**src/rtl/imem_loader_if.sv**
```systemverilog
// Byte-stream and instruction-memory write bus used by imem_loader.
//   in_valid/in_data/in_ready : byte stream into the loader (valid/ready handshake)
//   imem_we/imem_addr/imem_wdata : one-word write port toward the instruction memory
// master = host side (drives the stream, observes writes); slave = loader side.
interface imem_loader_if #(
  parameter int unsigned ADDR_W = 10
);
  logic              in_valid;
  logic [7:0]        in_data;
  logic              in_ready;
  logic              imem_we;
  logic [ADDR_W-1:0] imem_addr;
  logic [31:0]       imem_wdata;

  modport master (
    output in_valid, in_data,
    input  in_ready, imem_we, imem_addr, imem_wdata
  );

  modport slave (
    input  in_valid, in_data,
    output in_ready, imem_we, imem_addr, imem_wdata
  );
endinterface

```
**src/rtl/imem_loader.sv**
```systemverilog
// Instruction-memory loader: receives a length-prefixed, checksummed byte stream,
// assembles little-endian 32-bit words, writes them to instruction memory and
// releases the processing element reset only after a fully verified load.
// Ports:
//   clk, rst         : clock, asynchronous active-low reset
//   start            : single-cycle load request (honoured in IDLE/DONE/ERR)
//   bus (slave)      : byte stream in + instruction-memory write out
//   core_rst_n       : active-low PE reset, high only in DONE
//   busy/done/error  : load status; err_code 1=zero length, 2=oversize, 3=checksum
module imem_loader #(
  parameter int unsigned ADDR_W = 10
) (
  input  logic       clk,
  input  logic       rst,
  input  logic       start,
  imem_loader_if.slave bus,
  output logic       core_rst_n,
  output logic       busy,
  output logic       done,
  output logic       error,
  output logic [1:0] err_code
);

  localparam int unsigned MAX_WORDS = 32'd1 << ADDR_W;
  localparam int unsigned CNT_W     = ADDR_W + 1;

  localparam logic [1:0] EC_NONE = 2'd0;
  localparam logic [1:0] EC_ZERO = 2'd1;
  localparam logic [1:0] EC_SIZE = 2'd2;
  localparam logic [1:0] EC_CSUM = 2'd3;

  typedef enum logic [2:0] {
    ST_IDLE,
    ST_LEN0,
    ST_LEN1,
    ST_DATA,
    ST_CSUM,
    ST_DONE,
    ST_ERR
  } state_t;

  state_t            state, state_n;
  logic [CNT_W-1:0]  word_cnt, word_cnt_n;
  logic [1:0]        byte_cnt, byte_cnt_n;
  logic [7:0]        csum, csum_n;
  logic [7:0]        len_lo, len_lo_n;
  logic [15:0]       length, length_n;
  logic [23:0]       asm_q, asm_n;
  logic [1:0]        err_code_n;
  logic              we_n;
  logic [ADDR_W-1:0] addr_n;
  logic [31:0]       wdata_n;
  logic              ready_n;
  logic              busy_n;
  logic              accept_c;
  logic [15:0]       len_full_c;
  logic              last_word_c;

  assign accept_c    = bus.in_valid & bus.in_ready;
  assign len_full_c  = {bus.in_data, len_lo};
  assign last_word_c = (32'(word_cnt) + 32'd1) == 32'(length);

  // Next-state and next-value logic
  always_comb begin
    state_n    = state;
    word_cnt_n = word_cnt;
    byte_cnt_n = byte_cnt;
    csum_n     = csum;
    len_lo_n   = len_lo;
    length_n   = length;
    asm_n      = asm_q;
    err_code_n = err_code;
    we_n       = 1'b0;
    addr_n     = bus.imem_addr;
    wdata_n    = bus.imem_wdata;

    case (state)
      ST_IDLE, ST_DONE, ST_ERR: begin
        if (start) begin
          state_n    = ST_LEN0;
          word_cnt_n = '0;
          byte_cnt_n = '0;
          csum_n     = '0;
          err_code_n = EC_NONE;
        end
      end
      ST_LEN0: begin
        if (accept_c) begin
          len_lo_n = bus.in_data;
          csum_n   = csum ^ bus.in_data;
          state_n  = ST_LEN1;
        end
      end
      ST_LEN1: begin
        if (accept_c) begin
          csum_n   = csum ^ bus.in_data;
          length_n = len_full_c;
          if (len_full_c == 16'd0) begin
            state_n    = ST_ERR;
            err_code_n = EC_ZERO;
          end else if (32'(len_full_c) > MAX_WORDS) begin
            state_n    = ST_ERR;
            err_code_n = EC_SIZE;
          end else begin
            state_n = ST_DATA;
          end
        end
      end
      ST_DATA: begin
        if (accept_c) begin
          csum_n     = csum ^ bus.in_data;
          byte_cnt_n = byte_cnt + 2'd1;
          case (byte_cnt)
            2'd0: asm_n[7:0]   = bus.in_data;
            2'd1: asm_n[15:8]  = bus.in_data;
            2'd2: asm_n[23:16] = bus.in_data;
            default: begin
              // Fourth byte completes the word: write it next cycle
              we_n       = 1'b1;
              addr_n     = word_cnt[ADDR_W-1:0];
              wdata_n    = {bus.in_data, asm_q};
              word_cnt_n = word_cnt + CNT_W'(1);
              if (last_word_c) state_n = ST_CSUM;
            end
          endcase
        end
      end
      ST_CSUM: begin
        if (accept_c) begin
          if (bus.in_data == csum) begin
            state_n = ST_DONE;
          end else begin
            state_n    = ST_ERR;
            err_code_n = EC_CSUM;
          end
        end
      end
      default: state_n = ST_IDLE;
    endcase

    ready_n = (state_n == ST_LEN0) || (state_n == ST_LEN1) ||
              (state_n == ST_DATA) || (state_n == ST_CSUM);
    busy_n  = ready_n;
  end

  // State, datapath and registered outputs
  always_ff @(posedge clk or negedge rst) begin
    if (!rst) begin
      state          <= ST_IDLE;
      word_cnt       <= '0;
      byte_cnt       <= '0;
      csum           <= '0;
      len_lo         <= '0;
      length         <= '0;
      asm_q          <= '0;
      err_code       <= EC_NONE;
      bus.in_ready   <= 1'b0;
      bus.imem_we    <= 1'b0;
      bus.imem_addr  <= '0;
      bus.imem_wdata <= '0;
      busy           <= 1'b0;
      done           <= 1'b0;
      error          <= 1'b0;
      core_rst_n     <= 1'b0;
    end else begin
      state          <= state_n;
      word_cnt       <= word_cnt_n;
      byte_cnt       <= byte_cnt_n;
      csum           <= csum_n;
      len_lo         <= len_lo_n;
      length         <= length_n;
      asm_q          <= asm_n;
      err_code       <= err_code_n;
      bus.in_ready   <= ready_n;
      bus.imem_we    <= we_n;
      bus.imem_addr  <= addr_n;
      bus.imem_wdata <= wdata_n;
      busy           <= busy_n;
      done           <= (state_n == ST_DONE);
      error          <= (state_n == ST_ERR);
      core_rst_n     <= (state_n == ST_DONE);
    end
  end

endmodule

```
**src/flat_wrapper.sv**
```systemverilog
// flat-port wrapper written by rule: the top's interface ports become plain ports
module imem_loader_flat 
#(
  parameter int unsigned ADDR_W = 10
)
  (clk, rst, start, core_rst_n, busy, done, error, err_code, bus_in_valid, bus_in_data, bus_in_ready, bus_imem_we, bus_imem_addr, bus_imem_wdata);
  imem_loader_if #(.ADDR_W(ADDR_W)) bus_i ();
  input  logic clk;
  input  logic rst;
  input  logic start;
  output logic core_rst_n;
  output logic busy;
  output logic done;
  output logic error;
  output logic [1:0] err_code;
  input wire logic [$bits(bus_i.in_valid)-1:0] bus_in_valid;
  input wire logic [$bits(bus_i.in_data)-1:0] bus_in_data;
  output wire logic [$bits(bus_i.in_ready)-1:0] bus_in_ready;
  output wire logic [$bits(bus_i.imem_we)-1:0] bus_imem_we;
  output wire logic [$bits(bus_i.imem_addr)-1:0] bus_imem_addr;
  output wire logic [$bits(bus_i.imem_wdata)-1:0] bus_imem_wdata;
  assign bus_i.in_valid = bus_in_valid;
  assign bus_i.in_data = bus_in_data;
  assign bus_in_ready = bus_i.in_ready;
  assign bus_imem_we = bus_i.imem_we;
  assign bus_imem_addr = bus_i.imem_addr;
  assign bus_imem_wdata = bus_i.imem_wdata;
  imem_loader #(.ADDR_W(ADDR_W)) u_core (.clk(clk), .rst(rst), .start(start), .bus(bus_i), .core_rst_n(core_rst_n), .busy(busy), .done(done), .error(error), .err_code(err_code));
endmodule
```
**config.mk**
```make
export PLATFORM = sky130hd
export DESIGN_NAME = imem_loader_flat
export DESIGN_NICKNAME = d
export VERILOG_FILES = /design/src/rtl/imem_loader_if.sv /design/src/rtl/imem_loader.sv /design/src/flat_wrapper.sv
export SDC_FILE = /design/constraint.sdc
export NUM_CORES = 1
export LEC_CHECK = 0
export BUFFER_PORTS_ARGS = -buffer_cell sky130_fd_sc_hd__buf_2
export CORE_MARGIN = 3
export CORE_UTILIZATION = 46
export DETAILED_ROUTE_END_ITERATION = 12
export PLACE_DENSITY_LB_ADDON = 0.3
export RECOVER_POWER = 100
export SETUP_SLACK_MARGIN = 0.2
export SYNTH_ARGS = -nofsm -noshare
export SYNTH_HDL_FRONTEND = slang
export SYNTH_SLANG_ARGS = --single-unit
```
**constraint.sdc**
```tcl
create_clock -name clk -period 2.96 [get_ports clk]
set_clock_uncertainty 0.1 [all_clocks]
set_input_delay 0.74 -clock clk [delete_from_list [all_inputs] [get_ports clk]]
set_output_delay 0.74 -clock clk [all_outputs]
set_load 0.01 [all_outputs]
```
==> results of run 1 <==
worst register-to-register path, cell delays in order (launching register included):
cell and delay (ns):
dfrtp_1 0.40, nor4_1 0.61, a31oi_1 0.18, nor3b_1 0.46, o31ai_2 0.10, a22oi_1 0.28
mux2_1 0.35
metal layers:
layer,vias to the layer above,routed length [um]
met3,17,574
met4,0,183
met2,100,5910
li1,1752,-
met5,-,0
met1,1915,5490
synthesized netlist by cell type (6+ instances only):
master and n:
nand4_1 6, nand2_1 27, nor2_1 14, a22o_1 8
xnor2_1 10, buf_2 9, a21oi_1 10, o21ai_0 18
inv_1 8, mux2_2 84, dfrtp_1 120, o21ai_1 13
nand2b_1 17
state kept, by name (all words and copies together), names as in the netlist:
signal	count
u_core.bus.imem_wdata	32
u_core.asm_q	24
u_core.length	16
u_core.word_cnt	11
u_core.bus.imem_addr	10
u_core.csum	8
u_core.len_lo	8
u_core.state	3
u_core.byte_cnt	2
u_core.err_code	2
u_core.bus.imem_we	1
u_core.bus.in_ready	1
u_core.core_rst_n	1
u_core.error	1
power breakdown:
part	internal, mW	switching [mW]
logic	0.799	0.854
clock network	1.43	0.731
registers	2.16	0.396
cell families after synthesis:
| family | count (synthesis) | synth area share, % |
|---|---|---|
| flip-flops | 120 | 53.8 |
| AND/OR/NAND/NOR | 107 | 11.5 |
| multiplexers | 89 | 18.0 |
| AO/OA/AOI/OAI | 76 | 9.65 |
| buffers and inverters | 29 | 2.96 |
| XOR/XNOR | 17 | 2.94 |
| adder cells (fa/ha/maj) | 5 | 1.12 |
final cells by class:
type	count	area, um2
tap	143	179
clock buffer	20	447
sequential	120	3000
timing repair buffer	70	305
multi-input combinational	294	2360
inverter	9	33.8
fill	1012	5110
clock inverter	12	175
stage by stage:
step                      instances  cell area, um2
after floorplan                 443            5580
after global placement          636            6010
after detailed placement        636            6010
after CTS                       668            6630
after global routing            668            6510
final                           668            6510
worst max-delay path by stage:
stage                          to  slack, ns  cells after the start
2_1_floorplan  u_core.err_code[0]       0.69                      6
3_3_place_gp   u_core.err_code[0]       0.41                      7
3_5_place_dp   u_core.err_code[0]       0.33                      7
4_1_cts        u_core.word_cnt[2]       0.56                      6
5_1_grt        u_core.word_cnt[2]       0.19                      7
6_report       u_core.err_code[1]       0.35                      6
==> results.sh, run 1 <==
export IMPL_num_nets_final=529
export IMPL_wl_um=12200
export IMPL_ctsHoldBuffers=0
export IMPL_ys_ff_latch=120
export IMPL_status="complete, no violations"
export IMPL_start_util_pct=48.0
export IMPL_synth_area_leader_cell="dfrtp_1"
export IMPL_maxSlewViolCount=0
export IMPL_synth_area_leaders="dfrtp_1 54%, mux2_2 17%, nand2b_1 1.9%"
export IMPL_synthDistinctLibCells=66
export IMPL_cts_tree="built"
export IMPL_crit_path_end_kind="flip-flop"
export IMPL_antenna_cells=0
export IMPL_clk_path_buf_depth=2
export IMPL_syn_nets=460
export IMPL_io_buffer_count=61
export IMPL_grt_use_total_pct=19.7
export IMPL_whs_ns=0.384
export IMPL_clkSinkCount=120
export IMPL_reg2reg_depth=6
export IMPL_cap_violations=0
export IMPL_dpl_hpwl_um=8140
export IMPL_synth_edff_count=0
export IMPL_worst_slew_pin_transition_ns=1.15
export IMPL_whs_path_depth=2
export IMPL_overflow=0
export IMPL_synth_avg_cell_area_um2=12.6
export IMPL_r2r_start="u_core.len_lo[5]"
export IMPL_cp_num_buf_inv=0
export IMPL_fp_dieArea_um2=13500
export IMPL_drive_gt1_share_pct=27.8
export IMPL_startpoint="u_core.len_lo[5]"
export IMPL_cts_htree_levels=4
export IMPL_core_area_um2=11600
export IMPL_cts_root_buffer="clkbuf_16"
export IMPL_placementRows=39
export IMPL_use_met2_pct=31.6
export IMPL_cts_resized=0
export IMPL_syn_cell_area_um2=5580
export IMPL_cp_top_family="simple AND/OR/NAND/NOR gates"
export IMPL_cpMaxStageDelayCell="nor4_1"
export IMPL_min_to="u_core.asm_q[18]"
export IMPL_die_height_um=116
export IMPL_cp_data_required_time_ns=3.15
export IMPL_cts_buffers=17
export IMPL_report_final_setup_viol=0
export IMPL_start_kind="flip-flop"
export IMPL_worst_setup_path_type="reg2reg"
export IMPL_grt_pass1_vias=3864
export IMPL_post_cts_buffers=0
export IMPL_crit_arrival_ns=2.80
export IMPL_peakVddDrop_mv=0.561
export IMPL_synth_async_reset_ratio_pct=100
export IMPL_drtIter0Drc=200
export IMPL_cp_slowest_stage_delay_ns=0.61
export IMPL_gp_congestion=0.847
export IMPL_hold_viol=0
export IMPL_place_ws_ns=0.328
export IMPL_power_leakage_nw=2.92
export IMPL_utilization_pct=56.0
export IMPL_synth_flop_cell="dfrtp_1"
export IMPL_min_path_type="reg2reg"
export IMPL_final_common_cell="dfrtp_1"
export IMPL_fmax_ghz=0.384
export IMPL_total_power_mw=6.37
export IMPL_grt_max_degree=50
export IMPL_syn_inst=443
export IMPL_period_minus_slack_ns=2.61
export IMPL_synth_top_area_share_pct=53.8
export IMPL_num_vias=3784
export IMPL_rsz0062_at_grt="false"
export IMPL_critical_path_max_fanout=3
export IMPL_path_cells="nor4_1 > a31oi_1 > nor3b_1 > o31ai_2 > a22oi_1 > mux2_1"
export IMPL_timing_rr_end="u_core.err_code[1]"
export IMPL_ios=62
export IMPL_min_period_over_period_pct=88.0
export IMPL_met1_usage_pct=25.9
export IMPL_fp_dieW_um=116
export IMPL_first_pass_iters=5
export IMPL_timing_final_ws_setup_ns=0.355
export IMPL_antenna_left=0
export IMPL_grt_first_pass_wirelength_um=20100
export IMPL_r2r_setup_slack_ns=0.35
export IMPL_grtUsageMet3_pct=5.08
export IMPL_vias_per_cell=5.66
export IMPL_final_cell_mix="120 x dfrtp_1, 84 x mux2_2, 56 x clkbuf_1"
export IMPL_path_clk_slew_ns=0.05
export IMPL_clkLatencyLatePin_ns=0.41
export IMPL_grt_antenna_before_repair=0
export IMPL_syn_to_final_growth_pct=16.7
export IMPL_synth_seq_area_share_pct=53.8
export IMPL_route_detailed_wl_per_inst_um=18.2
export IMPL_busiest_layer="met2"
export IMPL_ys_warn_count=0
export IMPL_drc=0
export IMPL_power_density_nw_per_um2=979
export IMPL_hp_start="u_core.asm_q[18]"
export IMPL_fin_tns_setup_ns=0
export IMPL_relSlewSlack_pct=23.6
Power figures use the tool's default switching activity.
==> run 2, diff against run 1 <==
RECOVER_POWER = 50   (was 100)
==> results.sh, run 2 (synthesized netlist as in run 1, its figures left out) <==
export IMPL_fin_tns_setup_ns=0
export IMPL_die_height_um=116
export IMPL_syn_to_final_growth_pct=18.3
export IMPL_dpl_hpwl_um=8140
export IMPL_regMostFlops="u_core.bus.imem_wdata"
export IMPL_busiest_layer="met2"
export IMPL_clkLatencyLatePin_ns=0.42
export IMPL_post_cts_buffers=0
export IMPL_reg_top3="u_core.bus.imem_wdata: 32 flops, u_core.asm_q: 24 flops, u_core.length: 16 flops"
export IMPL_placementRows=39
export IMPL_overflow=0
export IMPL_crit_arrival_ns=2.64
export IMPL_report_final_setup_viol=0
export IMPL_ctsHoldBuffers=0
export IMPL_peakVddDrop_mv=0.559
export IMPL_grt_first_pass_wirelength_um=20100
export IMPL_fp_dieW_um=116
export IMPL_min_path_type="reg2reg"
export IMPL_period_minus_slack_ns=2.44
export IMPL_power_density_nw_per_um2=976
export IMPL_cts_htree_levels=4
export IMPL_gp_congestion=0.847
export IMPL_worst_setup_path_type="reg2reg"
export IMPL_drtIter0Drc=204
export IMPL_crit_path_end_kind="flip-flop"
export IMPL_cp_slowest_stage_delay_ns=0.51
export IMPL_grtUsageMet3_pct=5.08
export IMPL_hold_viol=0
export IMPL_worst_slew_pin_transition_ns=1.14
export IMPL_fp_dieArea_um2=13500
export IMPL_start_util_pct=48.0
export IMPL_largest_reg_flops=32
export IMPL_path_cells="nand3b_2 > nor2_1 > nand2_2 > inv_2 > mux2_2"
export IMPL_antenna_cells=0
export IMPL_fillers=990
export IMPL_drive_gt1_share_pct=34.7
export IMPL_power_leakage_nw=3.05
export IMPL_cts_tree="built"
export IMPL_cts_buffers=17
export IMPL_clk_path_buf_depth=2
export IMPL_start_kind="flip-flop"
export IMPL_timing_final_ws_setup_ns=0.521
export IMPL_min_period_over_period_pct=82.4
export IMPL_cp_top_family="simple AND/OR/NAND/NOR gates"
export IMPL_final_cells=668
export IMPL_status="complete, no violations"
export IMPL_cts_root_buffer="clkbuf_16"
export IMPL_ios=62
export IMPL_fmax_ghz=0.410
export IMPL_place_ws_ns=0.328
export IMPL_cts_resized=0
export IMPL_final_cell_mix="120 x dfrtp_1, 84 x mux2_2, 36 x buf_2"
export IMPL_cp_data_required_time_ns=3.16
export IMPL_first_pass_iters=4
export IMPL_num_vias=3748
export IMPL_grt_pass1_vias=3864
export IMPL_num_nets_final=529
export IMPL_met1_usage_pct=25.9
export IMPL_path_clk_slew_ns=0.05
export IMPL_total_power_mw=6.44
export IMPL_vias_per_cell=5.61
export IMPL_drc=0
export IMPL_io_buffer_count=61
export IMPL_core_area_um2=11600
export IMPL_cp_num_buf_inv=1
export IMPL_grt_max_degree=50
export IMPL_rsz0062_at_grt="false"
export IMPL_route_detailed_wl_per_inst_um=18.1
export IMPL_final_common_cell="dfrtp_1"
export IMPL_cpMaxStageDelayCell="dfrtp_1"
export IMPL_maxSlewViolCount=0
export IMPL_wl_um=12100
export IMPL_grt_antenna_before_repair=0
export IMPL_critical_path_max_fanout=26
export IMPL_use_met2_pct=31.6
export IMPL_antenna_left=0
export IMPL_place_inst=636
export IMPL_clkSinkCount=120
export IMPL_grt_use_total_pct=19.7
export IMPL_relSlewSlack_pct=24.1
export IMPL_cap_violations=0
-- run 2: area by class of cell --
class	instances	area, um2	share of cell area, %
flip-flops and latches	120	3000	45.5
multi-input cells	294	2410	36.5
clock inverters	12	175	2.66
clock buffers	20	447	6.77
inverters	9	33.8	0.512
repair buffers	70	353	5.35
well taps	143	179	2.71
-- run 2: per-layer routing --
metal	wire, um	part of all wire [%]
met5	0	0
met4	184	1.5
met3	544	4.5
met2	5900	49
met1	5490	45
-- run 2: worst min-delay path, delay by kind of cell (launching register included) --
family | cells | cell delay, ns
AO/OA/AOI/OAI | 1 | 0.06
flip-flops | 1 | 0.34
AND/OR/NAND/NOR | 1 | 0.05
-- run 2: report_power, final --
| group | internal [mW] | switching (mW) | total (mW) |
|---|---|---|---|
| sequential | 2.16 | 0.395 | 2.56 |
| clock | 1.43 | 0.735 | 2.16 |
| combinational | 0.849 | 0.872 | 1.72 |
-- run 2: worst paths after layout --
path | startpoint | to | slack [ns] | cells after the start
hold / removal | u_core.asm_q[18] | u_core.asm_q[18] | 0.38 | 2
setup / recovery | u_core.state[2] | u_core.bus.imem_wdata[20] | 0.52 | 5
min in group asynchronous | rst | u_core.bus.imem_we | 0.44 | 1
max in group asynchronous | rst | u_core.error | 1.01 | 2
hold reg to reg | u_core.asm_q[18] | u_core.asm_q[18] | 0.38 | 2
setup reg to reg | u_core.state[2] | u_core.bus.imem_wdata[20] | 0.52 | 5
-- run 2: stage by stage --
stage               area [um2]  hold WS [ns]  utilization [%]
floorplan                 5580         0.344                -
global placement          6010         0.357             51.8
detailed placement        6010         0.375             51.8
CTS                       6630         0.239             57.1
global route              6600         0.407             56.8
finish                    6600         0.383             56.8
